### config.mk
export PLATFORM = sky130hd
export DESIGN_NAME = key_token_parser
export DESIGN_NICKNAME = d
export VERILOG_FILES = /design/src/rtl/calc_pkg.sv /design/src/rtl/key_token_parser_digit_accumulator.sv /design/src/rtl/key_token_parser.sv
export SDC_FILE = /design/constraint.sdc
export NUM_CORES = 1
export LEC_CHECK = 0
export CORE_MARGIN = 8
export CORE_UTILIZATION = 55
export DETAILED_ROUTE_END_ITERATION = 6
export GPL_ROUTABILITY_DRIVEN = 0
export PLACE_DENSITY = 0.85
export RECOVER_POWER = 50
export SYNTH_ARGS = -nofsm -noshare
export SYNTH_HDL_FRONTEND = slang
export SYNTH_SLANG_ARGS = --single-unit
### constraint.sdc
create_clock -name clk -period 5.3 [get_ports clk]
set_clock_uncertainty 0.1 [all_clocks]
set_input_delay 1.59 -clock clk [delete_from_list [all_inputs] [get_ports clk]]
set_output_delay 1.59 -clock clk [all_outputs]
set_load 0.05 [all_outputs]
### src/rtl/calc_pkg.sv
// Purpose: shared token encoding, ALU opcodes, parser states and token decode helpers.
// Latency: n/a (types, constants and pure functions only).
// Backpressure: n/a.
package calc_pkg;

  localparam int TOK_W      = 5;
  localparam int TOK_OP_BIT = 4;   // 1 = operator token, 0 = key token

  // Operator codes carried in tok[2:0] when tok[4:3] == 2'b10
  localparam logic [2:0] OP_AC  = 3'd0;
  localparam logic [2:0] OP_ADD = 3'd1;
  localparam logic [2:0] OP_SUB = 3'd2;
  localparam logic [2:0] OP_MUL = 3'd3;
  localparam logic [2:0] OP_DIV = 3'd4;
  localparam logic [2:0] OP_EQ  = 3'd5;

  typedef enum logic [1:0] {
    ADD = 2'b00,
    SUB = 2'b01,
    MUL = 2'b10,
    DIV = 2'b11
  } opcode_e;

  typedef enum logic [2:0] {
    A_ENTRY,
    OP_SEL,
    B_ENTRY,
    ISSUE,
    WAIT_RES,
    RESULT,
    ERROR
  } parser_state_e;

  // Decimal key 0..9; keys 10..15 are legal tokens but carry no meaning
  function automatic logic is_digit(input logic [TOK_W-1:0] tok);
    return !tok[TOK_OP_BIT] && (tok[3:0] <= 4'd9);
  endfunction

  function automatic logic is_op(input logic [TOK_W-1:0] tok, input logic [2:0] op);
    return tok[TOK_OP_BIT] && !tok[3] && (tok[2:0] == op);
  endfunction

  // One of + - * /
  function automatic logic is_arith(input logic [TOK_W-1:0] tok);
    return tok[TOK_OP_BIT] && !tok[3] && (tok[2:0] >= OP_ADD) && (tok[2:0] <= OP_DIV);
  endfunction

  function automatic opcode_e to_opcode(input logic [2:0] op);
    opcode_e r;
    case (op)
      OP_SUB:  r = SUB;
      OP_MUL:  r = MUL;
      OP_DIV:  r = DIV;
      default: r = ADD;
    endcase
    return r;
  endfunction

endpackage

### src/rtl/key_token_parser_digit_accumulator.sv
// Purpose: decimal operand register; clear, parallel load, or append one digit (v*10+d).
// Latency: new value visible the cycle after the control strobe; o_value_next is the combinational preview.
// Backpressure: none; appends beyond MAX_DIGITS are silently dropped.
// Ports: i_clear/i_load/i_append (priority in that order), i_load_val/i_load_cnt, i_digit,
//        o_value (registered), o_value_next (value after this cycle's update).
module digit_accumulator #(
  parameter int  WIDTH      = 16,
  parameter int  MAX_DIGITS = 4,
  localparam int CNT_W      = $clog2(MAX_DIGITS + 1)
) (
  input  logic             clk,
  input  logic             rst_n,
  input  logic             i_clear,
  input  logic             i_load,
  input  logic [WIDTH-1:0] i_load_val,
  input  logic [CNT_W-1:0] i_load_cnt,
  input  logic             i_append,
  input  logic [3:0]       i_digit,
  output logic [WIDTH-1:0] o_value,
  output logic [WIDTH-1:0] o_value_next
);

  logic [WIDTH-1:0] value_q, value_d;
  logic [CNT_W-1:0] count_q, count_d;
  logic [WIDTH-1:0] times_ten;

  always_comb begin
    value_d   = value_q;
    count_d   = count_q;
    // x10 built from shifts so no multiplier is inferred
    times_ten = (value_q << 3) + (value_q << 1);
    if (i_clear) begin
      value_d = '0;
      count_d = '0;
    end else if (i_load) begin
      value_d = i_load_val;
      count_d = i_load_cnt;
    end else if (i_append && (count_q < CNT_W'(MAX_DIGITS))) begin
      value_d = times_ten + {{(WIDTH-4){1'b0}}, i_digit};
      count_d = count_q + 1'b1;
    end
  end

  always_ff @(posedge clk or negedge rst_n) begin
    if (!rst_n) begin
      value_q <= '0;
      count_q <= '0;
    end else begin
      value_q <= value_d;
      count_q <= count_d;
    end
  end

  assign o_value      = value_q;
  assign o_value_next = value_d;

endmodule

### src/rtl/key_token_parser.sv
// Purpose: turns keypad tokens into {A, B, opcode} ALU commands, chains ops on the result, drives the display.
// Latency: each accepted token takes effect next cycle; a command is offered the cycle after '=' or a chaining op.
// Backpressure: o_ready drops while a command is outstanding (ISSUE/WAIT_RES); o_valid holds until i_ready.
// Ports: token in (i_data/i_valid/o_ready), ALU command out (o_op_a/o_op_b/o_opcode/o_valid/i_ready),
//        ALU result in (i_result/i_result_valid/i_result_err), status out (o_display/o_error/o_clear).
module key_token_parser
  import calc_pkg::*;
#(
  parameter int WIDTH      = 16,
  parameter int MAX_DIGITS = 4
) (
  input  logic             clk,
  input  logic             rst_n,
  input  logic [4:0]       i_data,
  input  logic             i_valid,
  output logic             o_ready,
  output logic [WIDTH-1:0] o_op_a,
  output logic [WIDTH-1:0] o_op_b,
  output logic [1:0]       o_opcode,
  output logic             o_valid,
  input  logic             i_ready,
  input  logic [WIDTH-1:0] i_result,
  input  logic             i_result_valid,
  input  logic             i_result_err,
  output logic [WIDTH-1:0] o_display,
  output logic             o_error,
  output logic             o_clear
);

  localparam int CNT_W = $clog2(MAX_DIGITS + 1);

  parser_state_e    state_q, state_d;
  opcode_e          op_q, op_d;
  opcode_e          pend_q, pend_d;
  logic             chain_q, chain_d;
  logic             error_q, error_d;
  logic             clear_q, clear_d;
  logic [WIDTH-1:0] display_q, display_d;

  logic             a_clear, a_load, a_append;
  logic [WIDTH-1:0] a_load_val, a_val, a_next;
  logic [CNT_W-1:0] a_load_cnt;
  logic             b_clear, b_load, b_append;
  logic [WIDTH-1:0] b_val, b_next;

  logic             accept;
  logic [WIDTH-1:0] digit_val;

  assign o_ready   = (state_q != ISSUE) && (state_q != WAIT_RES);
  assign accept    = i_valid && o_ready;
  assign digit_val = {{(WIDTH-4){1'b0}}, i_data[3:0]};

  always_comb begin
    state_d    = state_q;
    op_d       = op_q;
    pend_d     = pend_q;
    chain_d    = chain_q;
    error_d    = error_q;
    clear_d    = 1'b0;
    a_clear    = 1'b0;
    a_load     = 1'b0;
    a_append   = 1'b0;
    a_load_val = digit_val;
    a_load_cnt = CNT_W'(1);
    b_clear    = 1'b0;
    b_load     = 1'b0;
    b_append   = 1'b0;

    if (accept && is_op(i_data, OP_AC)) begin
      // AC wins in every state that can accept a token, including ERROR
      a_clear = 1'b1;
      b_clear = 1'b1;
      error_d = 1'b0;
      clear_d = 1'b1;
      op_d    = ADD;
      chain_d = 1'b0;
      state_d = A_ENTRY;
    end else begin
      case (state_q)
        A_ENTRY: if (accept) begin
          if (is_digit(i_data)) begin
            a_append = 1'b1;
          end else if (is_arith(i_data)) begin
            op_d    = to_opcode(i_data[2:0]);
            state_d = OP_SEL;
          end
        end
        OP_SEL: if (accept) begin
          if (is_digit(i_data)) begin
            b_load  = 1'b1;
            state_d = B_ENTRY;
          end else if (is_arith(i_data)) begin
            op_d = to_opcode(i_data[2:0]);
          end
        end
        B_ENTRY: if (accept) begin
          if (is_digit(i_data)) begin
            b_append = 1'b1;
          end else if (is_arith(i_data)) begin
            // The new op applies to the result of this command
            pend_d  = to_opcode(i_data[2:0]);
            chain_d = 1'b1;
            state_d = ISSUE;
          end else if (is_op(i_data, OP_EQ)) begin
            chain_d = 1'b0;
            state_d = ISSUE;
          end
        end
        RESULT: if (accept) begin
          if (is_digit(i_data)) begin
            // A fresh digit abandons the result and starts a new A
            a_load  = 1'b1;
            state_d = A_ENTRY;
          end else if (is_arith(i_data)) begin
            op_d    = to_opcode(i_data[2:0]);
            state_d = OP_SEL;
          end
        end
        ISSUE: if (i_ready) begin
          state_d = WAIT_RES;
        end
        WAIT_RES: if (i_result_valid) begin
          if (i_result_err) begin
            error_d = 1'b1;
            state_d = ERROR;
          end else begin
            // Full count stops digits from being appended to a result
            a_load     = 1'b1;
            a_load_val = i_result;
            a_load_cnt = CNT_W'(MAX_DIGITS);
            b_clear    = 1'b1;
            if (chain_q) begin
              op_d    = pend_q;
              state_d = OP_SEL;
            end else begin
              state_d = RESULT;
            end
          end
        end
        ERROR:   ;
        default: state_d = A_ENTRY;
      endcase
    end

    // Display follows the next-cycle state so it lines up with state_q
    case (state_d)
      B_ENTRY: display_d = b_next;
      ERROR:   display_d = '0;
      default: display_d = a_next;
    endcase
  end

  always_ff @(posedge clk or negedge rst_n) begin
    if (!rst_n) begin
      state_q   <= A_ENTRY;
      op_q      <= ADD;
      pend_q    <= ADD;
      chain_q   <= 1'b0;
      error_q   <= 1'b0;
      clear_q   <= 1'b0;
      display_q <= '0;
    end else begin
      state_q   <= state_d;
      op_q      <= op_d;
      pend_q    <= pend_d;
      chain_q   <= chain_d;
      error_q   <= error_d;
      clear_q   <= clear_d;
      display_q <= display_d;
    end
  end

  digit_accumulator #(.WIDTH(WIDTH), .MAX_DIGITS(MAX_DIGITS)) u_acc_a (
    .clk          (clk),
    .rst_n        (rst_n),
    .i_clear      (a_clear),
    .i_load       (a_load),
    .i_load_val   (a_load_val),
    .i_load_cnt   (a_load_cnt),
    .i_append     (a_append),
    .i_digit      (i_data[3:0]),
    .o_value      (a_val),
    .o_value_next (a_next)
  );

  digit_accumulator #(.WIDTH(WIDTH), .MAX_DIGITS(MAX_DIGITS)) u_acc_b (
    .clk          (clk),
    .rst_n        (rst_n),
    .i_clear      (b_clear),
    .i_load       (b_load),
    .i_load_val   (digit_val),
    .i_load_cnt   (CNT_W'(1)),
    .i_append     (b_append),
    .i_digit      (i_data[3:0]),
    .o_value      (b_val),
    .o_value_next (b_next)
  );

  assign o_valid   = (state_q == ISSUE);
  assign o_op_a    = a_val;
  assign o_op_b    = b_val;
  assign o_opcode  = op_q;
  assign o_display = display_q;
  assign o_error   = error_q;
  assign o_clear   = clear_q;

endmodule

==> flow_summary.yaml, run 1 <==
status:
  status: "complete, but fails checks"
  violations: "max-capacitance violations, max-slew violations"
placed_design:
  portBuffers: 80
  dp_slack_ps: 33.1
  placed_area_mm2: 0.00554
  dp_hpwl_um: 9770
power:
  power_density_mw_per_mm2: 642
  p_total_mw: 3.67
  irDropWorstVdd_uv: 312
  p_leak_nw: 2.78
synth:
  synthArstFlopShare: 1.00
  syn_area_mm2: 0.00469
  netlist-cell-type-count: 66
  synth_ff_type: "dfrtp_1"
  netlist_instances: 495
  yosysSeqAreaShare: 0.342
  synth-edff-count: 0
  synth_seq_cells: 64
  ys_warn_count: 0
  syn_nets: 580
  postSynthAreaPerCell_um2: 9.47
timing:
  timing.final.crit_share: 0.932
  final-setup-viol-count: 0
  rsz0062_at_grt: "no"
  fin_ws_ps: 359
  worst_slew_pin_slew_ps: 1890
  finalMaxSlewViolations: 67
  hold_viol_final: 0
  min_period_ps: 4940
  slew_headroom: -0.262
  max_freq_ghz: 0.202
  fin_tns_setup_ps: 0
floorplanning:
  die_h_um: 108
  boundaryPins: 81
  die_area_mm2: 0.0117
  num_rows: 33
  core_area_mm2: 0.00826
  die_w_um: 108
  start_util: 0.568
global_routing:
  antenna_found_initial: 0
  grt_usage: 0.216
  grt_max_degree: 38
  grt_remaining_overflow: 0
  first_global_vias: 4224
  grt_pass1_wl_um: 20600
cts:
  cts_resized: 0
  clockBufferDepth: 2
  root_buffer: "clkbuf_8"
  clock_sinks: 64
  cts_hold_buf: 0
  cts.clk_slew.worst_paths_ps: 80
  cts_setup_buffers: 0
  h-tree-depth: 3
  insertion_delay_ps: 330
  numCtsBuffers: 9
  cts_tree: "built"
final_layout:
  register_area_mm2: 0.00160
  multi_input_area_mm2: 0.00288
  fillers: 647
  fin_nets: 658
  fin_util: 0.692
  final_layout_size_suffix_gt1_frac: 0.0623
  synthToLayoutAreaGrowth_pct: 21.9
  diodes: 0
  design_area_mm2: 0.00572
route:
  firstDrtPassIters: 5
  via_per_inst: 6.17
  ant_nets: 0
  avgRoutedWirePerCell_um: 18.4
  route.detailed.drc: 0
  drtIter0Drc: 299
  vias: 4216
  finalWirelength_um: 12600
worst_setup_path:
  crit_top_cell: "inv_1"
  cp-end-kind: "register"
  cp.required_ps: 5420
  crit_type: "input port to register"
  slowest_stage: "clkdlybuf4s50_1"
  crit_chain: "clkdlybuf4s50_1 -> inv_1 -> fa_1 -> inv_1 -> ha_1 -> a211oi_1 -> o211ai_1 -> nand3_1 -> a311oi_1 -> or3_1 -> a31oi_1 -> o2bb2ai_1"
  critPathLaunchType: "input port"
  cp_max_fo: 7
  arrival_ps: 5060
  max_stage_delay_ps: 700
run:
  drv_cap: 2
hold_path:
  hold_class: "register to register"
per-layer routing:
metal / up-vias / share of wire / global-route usage
met5: - / 0 / 0
met4: 0 / 0.025 / 0.0684
met3: 31 / 0.067 / 0.0470
met2: 176 / 0.49 / 0.376
met1: 2027 / 0.42 / 0.260
li1: 1982 / - / -
Yosys cell counts, drive strengths merged, types with 4 or more instances:
cell,count,share of area
ha,54,0.14
o31ai,5,0.0091
buf,14,0.022
o211ai,4,0.0064
nor2,29,0.023
nor3,14,0.017
dfrtp,64,0.34
mux2i,12,0.026
xnor2,14,0.026
or3,5,0.0067
and2,10,0.013
o21ai,28,0.030
a21o,8,0.013
a22o,11,0.021
a21oi,30,0.033
and3,12,0.016
nor2b,7,0.011
fa,4,0.017
nand2,49,0.039
a31oi,10,0.013
inv,18,0.014
clkbuf,6,0.0048
o21bai,4,0.0064
xor2,9,0.017
a211oi,7,0.014
a221o,4,0.0085
nand3,19,0.022
layout make-up:
type,instances,area share
Multi-Input combinational cell,393,0.504
Sequential cell,64,0.280
Timing Repair Buffer,87,0.147
Clock buffer,11,0.0247
Tap cell,105,0.0230
Inverter,18,0.0118
Clock inverter,5,0.00985
final timing paths:
path / depth (start not counted) / from / to / slack (ps)
max: 12 / i_data[3] / o_display[15] / 360
max in group asynchronous: 2 / rst_n / o_display[8] / 1150
min: 2 / o_opcode[0] / o_opcode[0] / 400
min in group asynchronous: 1 / rst_n / u_acc_b.o_value[15] / 1510
min reg2reg: 2 / o_opcode[0] / o_opcode[0] / 400
max reg2reg: 7 / state_q[1] / o_display[1] / 1750
kinds of logic (layout without fill, tap and decap cells):
kind of cell,after synthesis,after routing,share of synthesized area
AOI/OAI and AO/OA,137,137,0.203
xor gates and xnor gates,23,23,0.0430
adders and majority gates,58,58,0.161
buffers and inverters,38,121,0.0414
DFF,64,64,0.342
muxes,15,15,0.0328
and+or+nand+nor,160,160,0.177
power by group:
part           total (mW)  internal (mW)  switching [mW]
Clock               0.420          0.229           0.190
Sequential          0.853          0.668           0.185
Combinational        2.40          0.906            1.49
Total                3.67           1.80            1.87
critical path: cells and delay by family:
family | cells | cell delay, ps
buffers and inverters | 3 | 900
adder cells (fa/ha/maj) | 2 | 910
AO/OA/AOI/OAI | 5 | 1130
AND/OR/NAND/NOR | 2 | 520
layout by cell type, fill, tap and decap left out, drive strengths merged, types with 3 or more instances in the layout:
cell            n
a211oi          7
a21o            8
a21oi          30
a221o           4
a22o           11
a311oi          3
a31oi          10
and2           10
and3           12
buf             5
clkbuf         14
clkdlybuf4s50  54
clkinv          3
dfrtp          64
dlygate4sd3    25
fa              4
ha             54
inv            18
mux2            3
mux2i          12
nand2          49
nand3          19
nand3b          3
nor2           29
nor2b           7
nor3           14
o211ai          4
o21a            3
o21ai          28
o21bai          4
o221ai          3
o2bb2ai         3
o31ai           5
or3             5
xnor2          14
xor2            9
per-stage QoR:
stage | cells | hold slack [ps]
detailed placement | 667 | 397
CTS | 683 | 416
finish | 683 | 397
floorplan | 495 | 367
global route | 683 | 431
global placement | 667 | 371
flip-flops by register name (all words and copies together) (netlist names):
name and flops:
o_clear 1, o_opcode 2, u_acc_b.count_q 3, state_q 3
pend_q 2, u_acc_a.count_q 3, chain_q 1, u_acc_b.o_value 16
o_error 1, o_display 16, u_acc_a.o_value 16
(Power assumes the default switching activity.)
==> run 2, diff against run 1 <==
--- a/config.mk
+++ b/config.mk
@@ -6,10 +6,11 @@
 export NUM_CORES = 1
 export LEC_CHECK = 0
 export CORE_MARGIN = 8
-export CORE_UTILIZATION = 55
+export CORE_UTILIZATION = 35
 export DETAILED_ROUTE_END_ITERATION = 6
 export GPL_ROUTABILITY_DRIVEN = 0
-export PLACE_DENSITY = 0.85
+export HOLD_SLACK_MARGIN = 0.05
+export PLACE_DENSITY = 0.59
 export RECOVER_POWER = 50
 export SYNTH_ARGS = -nofsm -noshare
 export SYNTH_HDL_FRONTEND = slang
==> run 2 against run 1 <==
Compared with the run above:
- wire length grew 6.7%
- highest routed layer unchanged
- first-iteration DRC count shrank 20%
- flip-flop and latch count unchanged
- non-clock buffer count grew 3
- maximum frequency up 2.1%
- setup slack improved by 100 ps
- largest cell class unchanged
- sequential share of layout area down 1.1 points
- register-to-register slack lost 30 ps
- critical path depth unchanged
- die area increased by 48%
- count of clock-buffer cells in the layout is 2 lower
- the flow still finishes with violations (max-capacitance violations, max-slew violations)
==> flow_summary.yaml, run 2 (synthesis gave the netlist of run 1 again) <==
status:
  status: "complete, but fails checks"
  violations: "max-capacitance violations, max-slew violations"
route:
  ant_nets: 0
  via_per_inst: 5.40
  drtIter0Drc: 240
  firstDrtPassIters: 4
  finalWirelength_um: 13400
  route.detailed.drc: 0
  avgRoutedWirePerCell_um: 17.7
  vias: 4090
cts:
  clockBufferDepth: 2
  root_buffer: "clkbuf_16"
  cts_tree: "built"
  numCtsBuffers: 9
  clock_sinks: 64
  cts_resized: 0
  cts.clk_slew.worst_paths_ps: 50
  insertion_delay_ps: 340
  cts_hold_buf: 0
  cts_setup_buffers: 0
  h-tree-depth: 3
timing:
  rsz0062_at_grt: "no"
  min_period_ps: 4840
  finalMaxSlewViolations: 41
  final-setup-viol-count: 0
  hold_viol_final: 0
  timing.final.crit_share: 0.913
  worst_slew_pin_slew_ps: 2180
  fin_tns_setup_ps: 0
  slew_headroom: -0.454
  max_freq_ghz: 0.207
  fin_ws_ps: 459
final_layout:
  register_area_mm2: 0.00160
  final_layout_size_suffix_gt1_frac: 0.0706
  mostFrequentLayoutCells: "64 x dfrtp_1, 54 x ha_1, 54 x clkdlybuf4s50_1, 49 x nand2_1"
  multi_input_area_mm2: 0.00288
  final_common_cell: "dfrtp_1"
  fin_nets: 661
  synthToLayoutAreaGrowth_pct: 27.0
  fillers: 1294
  diodes: 0
placed_design:
  dp_hpwl_um: 10500
  dp_slack_ps: 183
  portBuffers: 80
power:
  seqPwrFrac: 0.219
  irDropWorstVdd_uv: 214
  pwr-share-clk: 0.164
  combPwrFrac: 0.617
  p_sw_mw: 1.90
  p_leak_nw: 2.85
  power_density_mw_per_mm2: 655
  swShare: 0.488
  p_int_mw: 2.00
worst_setup_path:
  critPathLaunchType: "input port"
  crit_type: "input port to register"
  arrival_ps: 4960
  cp-end-kind: "register"
  cp_max_fo: 7
  cp.required_ps: 5420
hold_path:
  hold_class: "register to register"
floorplanning:
  die_h_um: 132
  boundaryPins: 81
  num_rows: 42
  start_util: 0.357
  die_area_mm2: 0.0174
  die_w_um: 132
  core_area_mm2: 0.0131
global_routing:
  grt_usage: 0.155
  antenna_found_initial: 0
  grt_remaining_overflow: 0
  grt_max_degree: 41
  first_global_vias: 4115
  grt_pass1_wl_um: 22100
run:
  drv_cap: 1
run 2: changes by cell type in the layout (fill, tap and decap cells not counted), sizes merged:
cell / delta
bufinv: +1
clkbuf: -3
buf: +4
inv: +1
run 2: stage by stage:
stage               hold slack, ps  power (mW)  instance area, um2  std cells  utilization
detailed placement             382        3.29                5650        741        0.430
floorplan                      367        2.59                4690        495            -
global placement               376        3.27                5650        741        0.430
global route                   422        4.18                5950        757        0.453
finish                         399        3.90                5950        757        0.453
CTS                            413        3.95                5970        757        0.455
run 2: worst max-delay path, stage by stage:
cell and delay [ps]:
dlygate4sd3_1 760, inv_1 140, fa_1 600, inv_1 60, ha_1 300, a211oi_1 340, o211ai_1 210, nand3_1 170
a311oi_1 110, or3_1 330, a31oi_1 240, o2bb2ai_1 100
run 2: final cells by class:
| cell class | instances | share of cell area |
|---|---|---|
| clock buffers | 9 | 0.0378 |
| clock inverters | 7 | 0.0160 |
| inverters | 18 | 0.0113 |
| multi-input cells | 393 | 0.483 |
| flip-flops and latches | 64 | 0.269 |
| well taps | 176 | 0.0370 |
| repair buffers | 90 | 0.145 |
run 2: path summary, 6_finish.rpt:
check / from / to / slack, ps / depth (start not counted)
hold reg to reg: o_opcode[0] / o_opcode[0] / 400 / 2
hold / removal: o_opcode[0] / o_opcode[0] / 400 / 2
setup / recovery: i_data[3] / o_display[15] / 460 / 12
max in group asynchronous: rst_n / u_acc_b.count_q[1] / 1130 / 2
min in group asynchronous: rst_n / o_display[13] / 1790 / 1
setup reg to reg: state_q[1] / o_display[2] / 1720 / 7
run 2: metal layers:
metal  share of wire  up-vias  wire length [um]  track usage
li1                -     1992                 -            -
met1            0.46     1965              6200        0.201
met2            0.48      115              6410        0.256
met3           0.049       18               662       0.0408
met4           0.011        0               145       0.0325
met5               0        -                 0            0
run 2: power groups by stage:
stage               clock network (mW)  registers [mW]  logic [mW]
finish                           0.640           0.853        2.40
global route                     0.675           0.881        2.62
CTS                              0.650           0.858        2.44
detailed placement                   0           0.864        2.43
global placement                     0           0.864        2.40
floorplan                            0            1.28        1.31
==> run 3, diff against run 2 <==
--- a/config.mk
+++ b/config.mk
@@ -7,6 +7,7 @@
 export LEC_CHECK = 0
 export CORE_MARGIN = 8
 export CORE_UTILIZATION = 35
+export CTS_BUF_LIST = sky130_fd_sc_hd__clkbuf_8 sky130_fd_sc_hd__clkbuf_16
 export DETAILED_ROUTE_END_ITERATION = 6
 export GPL_ROUTABILITY_DRIVEN = 0
 export HOLD_SLACK_MARGIN = 0.05
==> results of run 3 <==
The final DEF is identical to that of run 2; final timing and power are the same.
